`src/rtl/irq_encoder_148.sv`:
```
// irq_encoder_148: synchronized, edge-captured 8-to-3 priority encoder with valid/ack handshake
module irq_encoder_148 #(
  parameter int SYNC_STAGES = 2,
  parameter bit PRIO_HIGH = 1'b1
) (
  input  logic       clk_i,
  input  logic       rst_i,
  input  logic [7:0] yn_i,
  input  logic       ei_n_i,
  input  logic       ack_i,
  output logic [2:0] code_o,
  output logic       valid_o,
  output logic       gs_n_o,
  output logic       eo_n_o,
  output logic       ovf_o
);
  typedef enum logic {IDLE, PRESENT} state_t;
  state_t state, state_n;
  logic [SYNC_STAGES-1:0][7:0] yn_sync;
  logic [SYNC_STAGES-1:0] ei_sync;
  logic [7:0] req_s, prev_req, rise, clr, pend, pend_n;
  logic [2:0] top;
  logic en_s, take, done;
  assign req_s = ~yn_sync[SYNC_STAGES-1];
  assign en_s = ~ei_sync[SYNC_STAGES-1];
  assign rise = req_s & ~prev_req;
  assign done = (state == PRESENT) && ack_i;
  assign take = (state == IDLE) && en_s && (|pend);
  assign clr = done ? (8'b1 << code_o) : 8'b0;
  assign pend_n = (pend & ~clr) | rise;
  assign valid_o = (state == PRESENT);
  // synchronizers idle high so nothing looks requested out of reset
  always_ff @(posedge clk_i or posedge rst_i)
    if (rst_i) begin
      yn_sync <= '1;
      ei_sync <= '1;
    end else begin
      yn_sync <= {yn_sync[SYNC_STAGES-2:0], yn_i};
      ei_sync <= {ei_sync[SYNC_STAGES-2:0], ei_n_i};
    end
  // highest-priority pending line; the last hit in scan order wins
  always_comb begin
    top = 3'd0;
    for (int k = 0; k < 8; k++)
      if (pend[PRIO_HIGH ? k : 7 - k]) top = PRIO_HIGH ? 3'(k) : 3'(7 - k);
  end
  // next state: leave IDLE on an enabled pending request, leave PRESENT on ack
  always_comb begin
    state_n = state;
    state_n = take ? PRESENT : done ? IDLE : state;
  end
  // state register
  always_ff @(posedge clk_i or posedge rst_i)
    if (rst_i) state <= IDLE;
    else state <= state_n;
  // edge capture, pending set-wins-over-clear, overflow and cascade status
  always_ff @(posedge clk_i or posedge rst_i)
    if (rst_i) begin
      prev_req <= 8'b0;
      pend <= 8'b0;
      code_o <= 3'd0;
      ovf_o <= 1'b0;
      gs_n_o <= 1'b1;
      eo_n_o <= 1'b1;
    end else begin
      prev_req <= req_s;
      pend <= pend_n;
      code_o <= take ? top : code_o;
      ovf_o <= |(rise & pend & ~clr);
      gs_n_o <= ~(en_s & (|pend));
      eo_n_o <= ~(en_s & ~(|pend));
    end
endmodule

```
`config.mk`:
```
export PLATFORM = sky130hd
export DESIGN_NAME = irq_encoder_148
export DESIGN_NICKNAME = d
export VERILOG_FILES = /design/src/rtl/irq_encoder_148.sv
export SDC_FILE = /design/constraint.sdc
export NUM_CORES = 1
export LEC_CHECK = 0
export CORE_MARGIN = 8
export CORE_UTILIZATION = 45
export CTS_BUF_LIST = sky130_fd_sc_hd__clkbuf_4 sky130_fd_sc_hd__clkbuf_8
export DETAILED_ROUTE_END_ITERATION = 6
export PLACE_DENSITY = 0.77
export SYNTH_ARGS = -nofsm -noshare
export SYNTH_HDL_FRONTEND = slang
export SYNTH_SLANG_ARGS = --single-unit
export TNS_END_PERCENT = 20
```
`constraint.sdc`:
```
create_clock -name clk_i -period 1.6 [get_ports clk_i]
set_input_delay 0.24 -clock clk_i [delete_from_list [all_inputs] [get_ports clk_i]]
set_output_delay 0.24 -clock clk_i [all_outputs]
set_load 0.02 [all_outputs]
```
==> results by group, run 1 <==
Timing
  • Unrepaired setup endpoints after global routing: no
  • Slew HR: about four fifths
  • Tightest hold margin: approximately 0.26 ns
  • Total Neg Setup Slack: 0 ns
  • Fin crit period: 1.49 ns
  • Hold Fails Final Rpt: 0
  • Fmax achieved: 0.672 GHz
  • Worst-margin pin slew: around 0.31 ns
  • Setup-failing EPs final: 0
  • Setup slack after layout: 0.113 ns
  • Final worst path period share: 92.9%
  • Setup Skew: 0.0112 ns
  • Final Max Tran Viols: 0

Synthesis
  • Ys Warns: 0
  • Mapped Cells: 108
  • Syn_area_per_cell: 13.3 µm²
  • Post-synthesis sequential area ratio: 73.3%
  • Yosys reg bits: 41
  • Mapped Area: 1430 µm²
  • Number of distinct library cells after synthesis: 28
  • Syn Nets: 120

Worst setup path
  • CP endpoint kind: flop
  • RR Endpoint: code_o[1]
  • Critical path arrival: about 1.8 ns
  • Critical path class: reg -> reg
  • Worst R2R Start: pend[6]
  • CP required: 1.89 ns
  • Critical Path Source Type: flop
  • Worst Path Max Fanout: 6
  • R2R depth: 5
  • R2R setup slack: between 0.1 and 0.15 ns

Floorplanning
  • Core ar.: roughly 3000 µm²
  • Num ports: 19
  • FP Rows: 20
  • Initial Util: a little under half
  • Die footprint: 5250 µm²
  • Die width: 72.5 µm
  • Vert. Die Dim: just over 70 µm

Route
  • WL/cell: 13.0 µm
  • TritonRoute pass-1 iters: 4
  • Vias/cell: 4.81
  • DR vias: 861
  • Initial DRC Count: between 40 and 50
  • DRT antenna net count: 0
  • Drc violations: 0
  • Total wire length: 2.33 mm

Placement
  • Port bufs: 18
  • Hpwl dp: ~1.7 mm
  • Dpl ws: -0.111 ns
  • Routability cong.: 0.854

Final layout
  • NumNets Final: 146
  • Antenna cells: 0
  • Commonest non-fill, non-tap cell in the layout: dfrtp_1
  • Area grow syn2layout: 25.2%
  • Layout cell share with drive strength beyond 1: between 20% and 30%
  • Most frequent cells in the layout: 21 x dfrtp_1, 20 x dfstp_2, 13 x nand2_1

Global routing
  • Grt ovf: 0
  • Initial antenna violation count: 0
  • First-pass GRT wire length: 3.96 mm
  • Vias in the first global route: 885
  • Total track usage: 9.87%
  • Largest net degree at the start of global routing: 42

Clock tree
  • Setup Fix Bufs, Post-CTS: 0
  • CTS Buf Count: 5
  • Root Driver: clkbuf_4
  • Reg clk slew, reported paths: 0.12 ns
  • CTS tree: done
  • Max Root-Sink Buffers: 2
  • Worst-Skew Late Latency: between 0.3 and 0.4 ns
  • CTS Hold Bufs: 0
  • CTS Sinks: 41
  • Maximum level of the CTS H-tree: 2

Power
  • Part of the power in registers: 53.8%
  • Pwr/cell area: between 1000 and 1500 nW/µm²
  • Static leakage: between 0.7 and 0.8 nW
  • Sw Ratio: 22.6%
  • NetSw: 0.497 mW
  • Worst VDD drop: 0.000661 V
  • Comb pwr share: 9.5%
  • Share of total power in the clock network: 36.6%
  • Pint: 1.71 mW

Outcome
  • Outcome: finished, final reports clean

Worst hold path
  • HP Class: in -> async

Flow run
  • Max-cap violations: 0
## worst max-delay path, cell delays in order (launching register included)
cell and delay [ns]:
dfrtp_1 0.46, nor4_4 0.33, nand3_1 0.15, nor3b_4 0.20, o311ai_0 0.12, o21a_1 0.17
## cell usage after synthesis, drive strengths merged
cell type   n  area [µm²]
dfrtp      21         526
dfstp      20         526
nand2      13        48.8
inv        10        37.5
nor2        8        30.0
or2         6        37.5
a21oi       4        20.0
o21ai       4        20.0
nand3       2        10.0
nor2b       2        12.5
nor3        2        10.0
a21boi      1        7.51
a221oi      1        15.0
and2b       1        8.76
and3        1        6.26
and3b       1        8.76
mux2i       1        10.0
nand2b      1        6.26
nor3b       1        18.8
nor4        1        12.5
o2111ai     1        8.76
o21a        1        7.51
o311ai      1        8.76
o31ai       1        12.5
o32a        1        10.0
o32ai       1        8.76
or3         1        6.26
## power groups by stage
stage	sequential (mW)	combinational (mW)	clock [mW]
2_1_floorplan	1.21	0.108	0
3_3_place_gp	1.20	0.214	0
3_5_place_dp	1.20	0.223	0
4_1_cts	1.18	0.213	0.822
5_1_grt	1.20	0.230	0.863
6_report	1.19	0.210	0.807
## how the worst max path moves through the flow
stage | cells past startpoint | slack (ns) | endpoint | start
after floorplan | 4 | 0.19 | ovf_o | valid_o
after global placement | 6 | -0.04 | ovf_o | ack_i
after detailed placement | 6 | -0.11 | ovf_o | ack_i
after CTS | 1 | 0.03 | ovf_o | ovf_o
after global routing | 5 | 0.007 | ovf_o | valid_o
final | 5 | 0.11 | code_o[1] | pend[6]
## per-stage QoR
| step | utilization [%] | instance area, µm² | instances | power [mW] |
|---|---|---|---|---|
| CTS | 58.4 | 1780 | 179 | 2.22 |
| global placement | 55.3 | 1690 | 171 | 1.41 |
| floorplan | - | 1430 | 108 | 1.32 |
| finish | 58.8 | 1800 | 179 | 2.20 |
| global route | 58.8 | 1800 | 179 | 2.29 |
| detailed placement | 55.3 | 1690 | 171 | 1.42 |
## registers in the layout, indices dropped and copies added, names as in the netlist
signal    cells
valid_o       1
ovf_o         1
gs_n_o        1
prev_req      8
pend          8
ei_sync       2
eo_n_o        1
yn_sync      16
code_o        3
## area by class of cell
| cell class | count | area [µm²] |
|---|---|---|
| clock buffer | 5 | 37.5 |
| clock inverter | 3 | 65.1 |
| multi-input combinational | 57 | 354 |
| fill | 267 | 1260 |
| inverter | 10 | 37.5 |
| tap | 44 | 55.1 |
| timing repair buffer | 19 | 195 |
| sequential | 41 | 1050 |
## cells by family (layout without fill, tap and decap cells)
family	after synthesis	after routing	synth area share (%)
compound gates	16	16	8.29
buf+inv	10	37	2.62
mux	1	1	0.698
simple gates	40	40	15.1
flops	41	41	73.3
## timing repair
action                                  4_1_cts  5_1_grt
cloned                                        0        0
endpoints found under the setup margin        6        2
resized for setup                             6        2
## metal layers
layer / vias up / routed length, µm / GRT usage, %
li1: 409 / - / -
met3: 4 / 77 / 3.44
met1: 430 / 1060 / 11.5
met2: 18 / 1160 / 15.5
met4: 0 / 28 / 5.33
met5: - / 0 / 0
No activity file was read; power rests on OpenSTA's default activity.
==> run 2: changes to the inputs <==
--- a/config.mk
+++ b/config.mk
@@ -6,10 +6,10 @@
 export NUM_CORES = 1
 export LEC_CHECK = 0
 export CORE_MARGIN = 8
-export CORE_UTILIZATION = 45
+export CORE_UTILIZATION = 50
 export CTS_BUF_LIST = sky130_fd_sc_hd__clkbuf_4 sky130_fd_sc_hd__clkbuf_8
 export DETAILED_ROUTE_END_ITERATION = 6
-export PLACE_DENSITY = 0.77
+export PLACE_DENSITY = 0.84
 export SYNTH_ARGS = -nofsm -noshare
 export SYNTH_HDL_FRONTEND = slang
 export SYNTH_SLANG_ARGS = --single-unit
==> run 2 against run 1 <==
Fmax down 3.0%. Clock skew down 0.0050 ns. Critical path depth down 4. First-iteration DRC count up 4.4%. Sequential share of layout area up 1.6 points. Critical endpoint is now ovf_o. Worst setup slack worse by 0.046 ns. Highest routed layer unchanged.
==> results by group, run 2 (synthesized netlist as in run 1, its figures left out) <==
Outcome
  • Outcome: finished, final reports clean

Clock tree
  • Setup Fix Bufs, Post-CTS: 0 (unchanged)
  • Root Driver: clkbuf_4
  • CTS Buf Count: 5 (unchanged)
  • Reg clk slew, reported paths: 0.12 ns (about the same)
  • Maximum level of the CTS H-tree: 2 (unchanged)
  • Post-cts sizing count: 7 (+1)
  • Max Root-Sink Buffers: 2 (unchanged)
  • CTS Hold Bufs: 0 (unchanged)
  • Worst-Skew Late Latency: 0.34 ns (about the same)
  • CTS Sinks: 41 (unchanged)
  • CTS tree: done

Placement
  • Hpwl dp: 1.69 mm (-0.98%)
  • Routability cong.: 0.851 (-0.37%)
  • Dpl ws: -0.162 ns (-0.0511 ns)
  • Port bufs: 18 (unchanged)
  • Placed inst area: 1670 µm² (-0.96%)

Global routing
  • Grt ovf: 0 (unchanged)
  • Largest net degree at the start of global routing: 42 (unchanged)
  • Initial antenna violation count: 0 (unchanged)
  • First-pass GRT wire length: 3.85 mm (-2.8%)
  • Total track usage: 9.97% (+0.098 points)
  • Vias in the first global route: 917 (+3.6%)

Floorplanning
  • Die footprint: 4840 µm² (-7.8%)
  • FP Rows: 19 (-5.0%)
  • Die width: 69.6 µm (-4.0%)
  • Num ports: 19 (unchanged)
  • Initial Util: 52.4% (+5.5 points)
  • Core ar.: 2730 µm² (-10%)
  • Vert. Die Dim: 69.6 µm (-4.0%)

Timing
  • Fin crit period: 1.53 ns (+0.0459 ns)
  • Fmax achieved: 0.652 GHz (-3.0%)
  • Hold Fails Final Rpt: 0 (unchanged)
  • Final worst path period share: 95.8% (+2.9 points)
  • Slew HR: 76.0% (-2.9 points)
  • Setup Skew: 0.00627 ns (-0.00497 ns)
  • Unrepaired setup endpoints after global routing: no
  • Setup-failing EPs final: 0 (unchanged)
  • Tightest hold margin: 0.244 ns (-0.0129 ns)
  • Final Max Tran Viols: 0 (unchanged)
  • Worst-margin pin slew: 0.359 ns (+0.0460 ns)
  • Setup slack after layout: 0.0669 ns (-0.0459 ns)

Final layout
  • Most flop-heavy register: yn_sync
  • NumNets Final: 146 (unchanged)
  • Final core occ: 64.0% (+5.2 points)
  • Antenna cells: 0 (unchanged)
  • Layout cell share with drive strength beyond 1: 28.1% (+0.74 points)
  • Max FFs per register: 16 (unchanged)
  • Area grow syn2layout: 22.1%
  • Post-Layout Inst Area: 1750 µm² (-2.5%)
  • Largest regs: yn_sync x16, pend x8, prev_req x8
  • Most frequent cells in the layout: 20 x dfrtp_1, 20 x dfstp_2, 13 x nand2_1

Route
  • Vias/cell: 5.27 (+9.5%)
  • DR vias: 874 (+1.5%)
  • Initial DRC Count: 47 (+4.4%)
  • WL/cell: 13.7 µm (+5.3%)
  • DRT antenna net count: 0 (unchanged)
  • TritonRoute pass-1 iters: 4 (unchanged)
  • Total wire length: 2.28 mm (-2.4%)
  • Drc violations: 0 (unchanged)

Worst setup path
  • Crit path max-delay cell type: clkdlybuf4s50_1
  • CP cell instances: clkdlybuf4s50_1
  • RR Endpoint: code_o[1]
  • Critical Path Source Type: flop
  • Worst path bufs/invs: 1 (+1)
  • Critical path class: reg -> out
  • Worst R2R Start: pend[6]
  • CP required: 1.36 ns (-0.53 ns)
  • Critical path's largest stage delay: 0.60 ns (+0.14 ns)
  • R2R depth: 5 (unchanged)
  • Worst Path Max Fanout: 1 (-5)
  • CP endpoint kind: primary output
  • Critical path arrival: 1.29 ns (-0.48 ns)
  • CP delay by family, top: buffers and inverters
  • R2R setup slack: 0.13 ns (+0.02 ns)

Power
  • Static leakage: 0.736 nW (-3.4%)
  • Worst VDD drop: 0.00134 V (+100%)
  • Pwr/cell area: 1170 nW/µm² (-4.7%)

Flow run
  • Max-cap violations: 0 (unchanged)

Worst hold path
  • HP Class: in -> async
[run 2: worst max path at each step]
stage / from / end / slack (ns) / depth (start not counted)
floorplan: valid_o / ovf_o / 0.19 / 4
global placement: ack_i / ovf_o / -0.05 / 6
detailed placement: ack_i / ovf_o / -0.16 / 6
CTS: ovf_o / ovf_o / 0.03 / 1
global route: ovf_o / ovf_o / 0.01 / 1
finish: ovf_o / ovf_o / 0.07 / 1
[run 2: report_power, final]
part	internal (mW)	switching (mW)	leakage, nW
Clock	0.331	0.323	0.0414
Combinational	0.101	0.109	0.270
Sequential	1.12	0.0613	0.425
[run 2: worst register-to-register path, stage by stage (launching register included)]
cell and delay, ns:
dfrtp_1 0.45, nor4_2 0.32, nand3_1 0.16, nor3b_4 0.20
o311ai_0 0.11, o21a_1 0.17
[run 2: layer usage]
metal | vias up | part of all wire [%] | track usage, %
li1 | 409 | - | -
met1 | 431 | 42 | 10.7
met2 | 30 | 49 | 15.4
met3 | 4 | 6.9 | 4.15
met4 | 0 | 2.0 | 7.29
met5 | - | 0 | 0
[run 2: stage by stage]
| step | power (mW) | cells | TNS (ns) |
|---|---|---|---|
| finish | 2.05 | 166 | 0 |
| global placement | 1.41 | 158 | -0.0502 |
| CTS | 2.08 | 166 | 0 |
| floorplan | 1.32 | 108 | 0 |
| global route | 2.14 | 166 | 0 |
| detailed placement | 1.43 | 158 | -0.162 |
[run 2: final cells by class]
class                           count  area [µm²]
Inverter                           10        37.5
Tap cell                           31        38.8
Sequential cell                    41        1050
Timing Repair Buffer               19         193
Clock buffer                        5        37.5
Clock inverter                      3        46.3
Fill cell                         211         983
Multi-Input combinational cell     57         345
==> run 3: changes to the inputs <==
--- a/config.mk
+++ b/config.mk
@@ -10,6 +10,7 @@
 export CTS_BUF_LIST = sky130_fd_sc_hd__clkbuf_4 sky130_fd_sc_hd__clkbuf_8
 export DETAILED_ROUTE_END_ITERATION = 6
 export PLACE_DENSITY = 0.84
+export SETUP_SLACK_MARGIN = 0.2
 export SYNTH_ARGS = -nofsm -noshare
 export SYNTH_HDL_FRONTEND = slang
 export SYNTH_SLANG_ARGS = --single-unit
==> run 3 against run 2 <==
Die area did not move. Register-to-register slack improved by 0.06 ns. Sequential power barely moved. Critical endpoint is now code_o[1]. Non-clock buffer count rose by 5. Sequential share of layout area fell by 1.7 points. Via count rose by 5.9%. Total power rose by 2.8%. Clock power rose by 1%. First-iteration DRC count fell by 55%. Critical path depth rose by 4. Hold slack got worse by 0.0095 ns.
==> results by group, run 3 (synthesized netlist as in run 1, its figures left out) <==
Timing
  • Final worst path period share: 88.0% (-7.8 points)
  • Worst-margin pin slew: 0.345 ns (-0.0144 ns)
  • Setup-failing EPs final: 0 (unchanged)
  • Setup Skew: 0.00735 ns (+0.00108 ns)
  • Unrepaired setup endpoints after global routing: yes
  • Fin crit period: 1.41 ns (-0.125 ns)
  • Final Max Tran Viols: 0 (unchanged)
  • Fmax achieved: 0.710 GHz (+8.9%)
  • Slew HR: 76.8% (+0.83 points)
  • Hold Fails Final Rpt: 0 (unchanged)

Route
  • Drc violations: 0 (unchanged)
  • WL/cell: 15.0 µm (+9.6%)
  • DRT antenna net count: 0 (unchanged)
  • Total wire length: 2.57 mm (+13%)
  • TritonRoute pass-1 iters: 4 (unchanged)
  • Initial DRC Count: 21 (-55%)
  • DR vias: 926 (+5.9%)
  • Vias/cell: 5.42 (+2.9%)

Clock tree
  • CTS tree: done
  • Root Driver: clkbuf_4
  • Worst-Skew Late Latency: 0.35 ns (about the same)
  • CTS Hold Bufs: 0 (unchanged)
  • Reg clk slew, reported paths: 0.12 ns (about the same)
  • CTS Sinks: 41 (unchanged)
  • Maximum level of the CTS H-tree: 2 (unchanged)
  • CTS Buf Count: 5 (unchanged)
  • Max Root-Sink Buffers: 2 (unchanged)

Worst hold path
  • HP Class: in -> async

Worst setup path
  • Critical path's largest stage delay: 0.45 ns (-0.15 ns)
  • Critical path class: reg -> reg
  • Worst Path Max Fanout: 6 (+5)
  • Crit path max-delay cell type: dfrtp_2
  • CP endpoint kind: flop
  • CP required: 1.89 ns (+0.53 ns)
  • CP cell instances: nor4_4 > nand3_2 > nor3b_4 > o311ai_2 > o21a_1
  • Critical path arrival: 1.70 ns (+0.41 ns)
  • Worst path bufs/invs: 0 (-1)
  • Critical Path Source Type: flop
  • CP delay by family, top: simple AND/OR/NAND/NOR gates

Floorplanning
  • Die footprint: 4840 µm² (unchanged)
  • Vert. Die Dim: 69.6 µm (unchanged)
  • Num ports: 19 (unchanged)
  • Initial Util: 52.4% (unchanged)
  • Die width: 69.6 µm (unchanged)
  • Core ar.: 2730 µm² (unchanged)
  • FP Rows: 19 (unchanged)

Power
  • Final Total Pwr: 2.11 mW (+2.8%)
  • Worst VDD drop: 0.00129 V (-3.5%)
  • Static leakage: 0.767 nW (+4.2%)
  • Pwr/cell area: 1160 nW/µm² (-0.90%)

Outcome
  • Outcome: finished, final reports clean

Final layout
  • Most frequent cells in the layout: 20 x dfstp_2, 14 x dfrtp_1, 13 x nand2_1
  • Antenna cells: 0 (unchanged)
  • NumNets Final: 151 (+3.4%)
  • Max FFs per register: 16 (unchanged)
  • Commonest non-fill, non-tap cell in the layout: dfstp_2
  • Largest regs: yn_sync x16, pend x8, prev_req x8
  • Layout cell share with drive strength beyond 1: 38.6% (+10 points)
  • Post-Layout Inst Area: 1820 µm² (+3.7%)
  • Area grow syn2layout: 26.6%
  • Most flop-heavy register: yn_sync
  • FILL cells: 205 (-2.8%)

Global routing
  • Vias in the first global route: 926 (+0.98%)
  • Initial antenna violation count: 0 (unchanged)
  • First-pass GRT wire length: 4.21 mm (+9.3%)
  • Largest net degree at the start of global routing: 42 (unchanged)
  • Grt ovf: 0 (unchanged)
  • Total track usage: 11.2% (+1.2 points)

Placement
  • Hpwl dp: 1.76 mm (+3.8%)
  • Routability cong.: 0.851 (about the same)
  • Placed inst area: 1670 µm² (about the same)
  • Port bufs: 18 (unchanged)

Flow run
  • Max-cap violations: 0 (unchanged)
[run 3: path summary, 6_finish.rpt]
path                            cells after the start  slack (ns)          end       start
max in group asynchronous                           3        1.12       gs_n_o       rst_i
min in group clk_i                                  1        0.28   yn_sync[0]     yn_i[0]
worst max register to register                      5        0.19    code_o[1]     pend[7]
worst max-delay path                                5        0.19    code_o[1]     pend[7]
worst min register to register                      0        0.36  yn_sync[14]  yn_sync[6]
worst min-delay path                                3        0.23  prev_req[1]       rst_i
[run 3: routing by layer]
metal	track usage, %	share of wire [%]	up-vias
li1	-	-	422
met4	6.83	4.7	0
met3	5.58	7.2	12
met1	11.5	39	452
met5	0	0	-
met2	17.9	49	40
[run 3: where the power goes]
group          switching [mW]  leakage [nW]  internal (mW)
Combinational           0.132         0.304          0.123
Clock                   0.332        0.0414          0.331
Sequential             0.0609         0.422           1.13
Total                   0.524         0.767           1.58
[run 3: cell type report]
| cell class | count | area (µm²) | area share [%] |
|---|---|---|---|
| clock buffers | 5 | 37.5 | 2.07 |
| clock inverters | 3 | 46.3 | 2.55 |
| inverters | 10 | 37.5 | 2.07 |
| multi-input cells | 57 | 368 | 20.3 |
| flip-flops and latches | 41 | 1060 | 58.4 |
| well taps | 31 | 38.8 | 2.14 |
| repair buffers | 24 | 228 | 12.5 |
[run 3: worst min-delay path, stage by stage]
cell	delay (ns)
clkdlybuf4s50_1	0.40
inv_1	0.09
buf_12	0.23
[run 3: metrics by stage]
step           hold slack, ns  TNS (ns)  instances  util, %  worst slack [ns]
2_1_floorplan           0.244         0        108        -             0.254
6_report                0.234         0        171     66.4             0.192
3_5_place_dp            0.347    -0.230        158     61.2            -0.230
4_1_cts                 0.220         0        166     64.1            0.0933
3_3_place_gp            0.345   -0.0487        158     61.2           -0.0487
5_1_grt                 0.211         0        171     66.4             0.130
[run 3: timing repair]
action,CTS,global route
pin swaps,0,4
gates resized for setup,9,14
hold endpoints to repair,0,0
setup endpoints to repair,11,10
buffers inserted,0,5
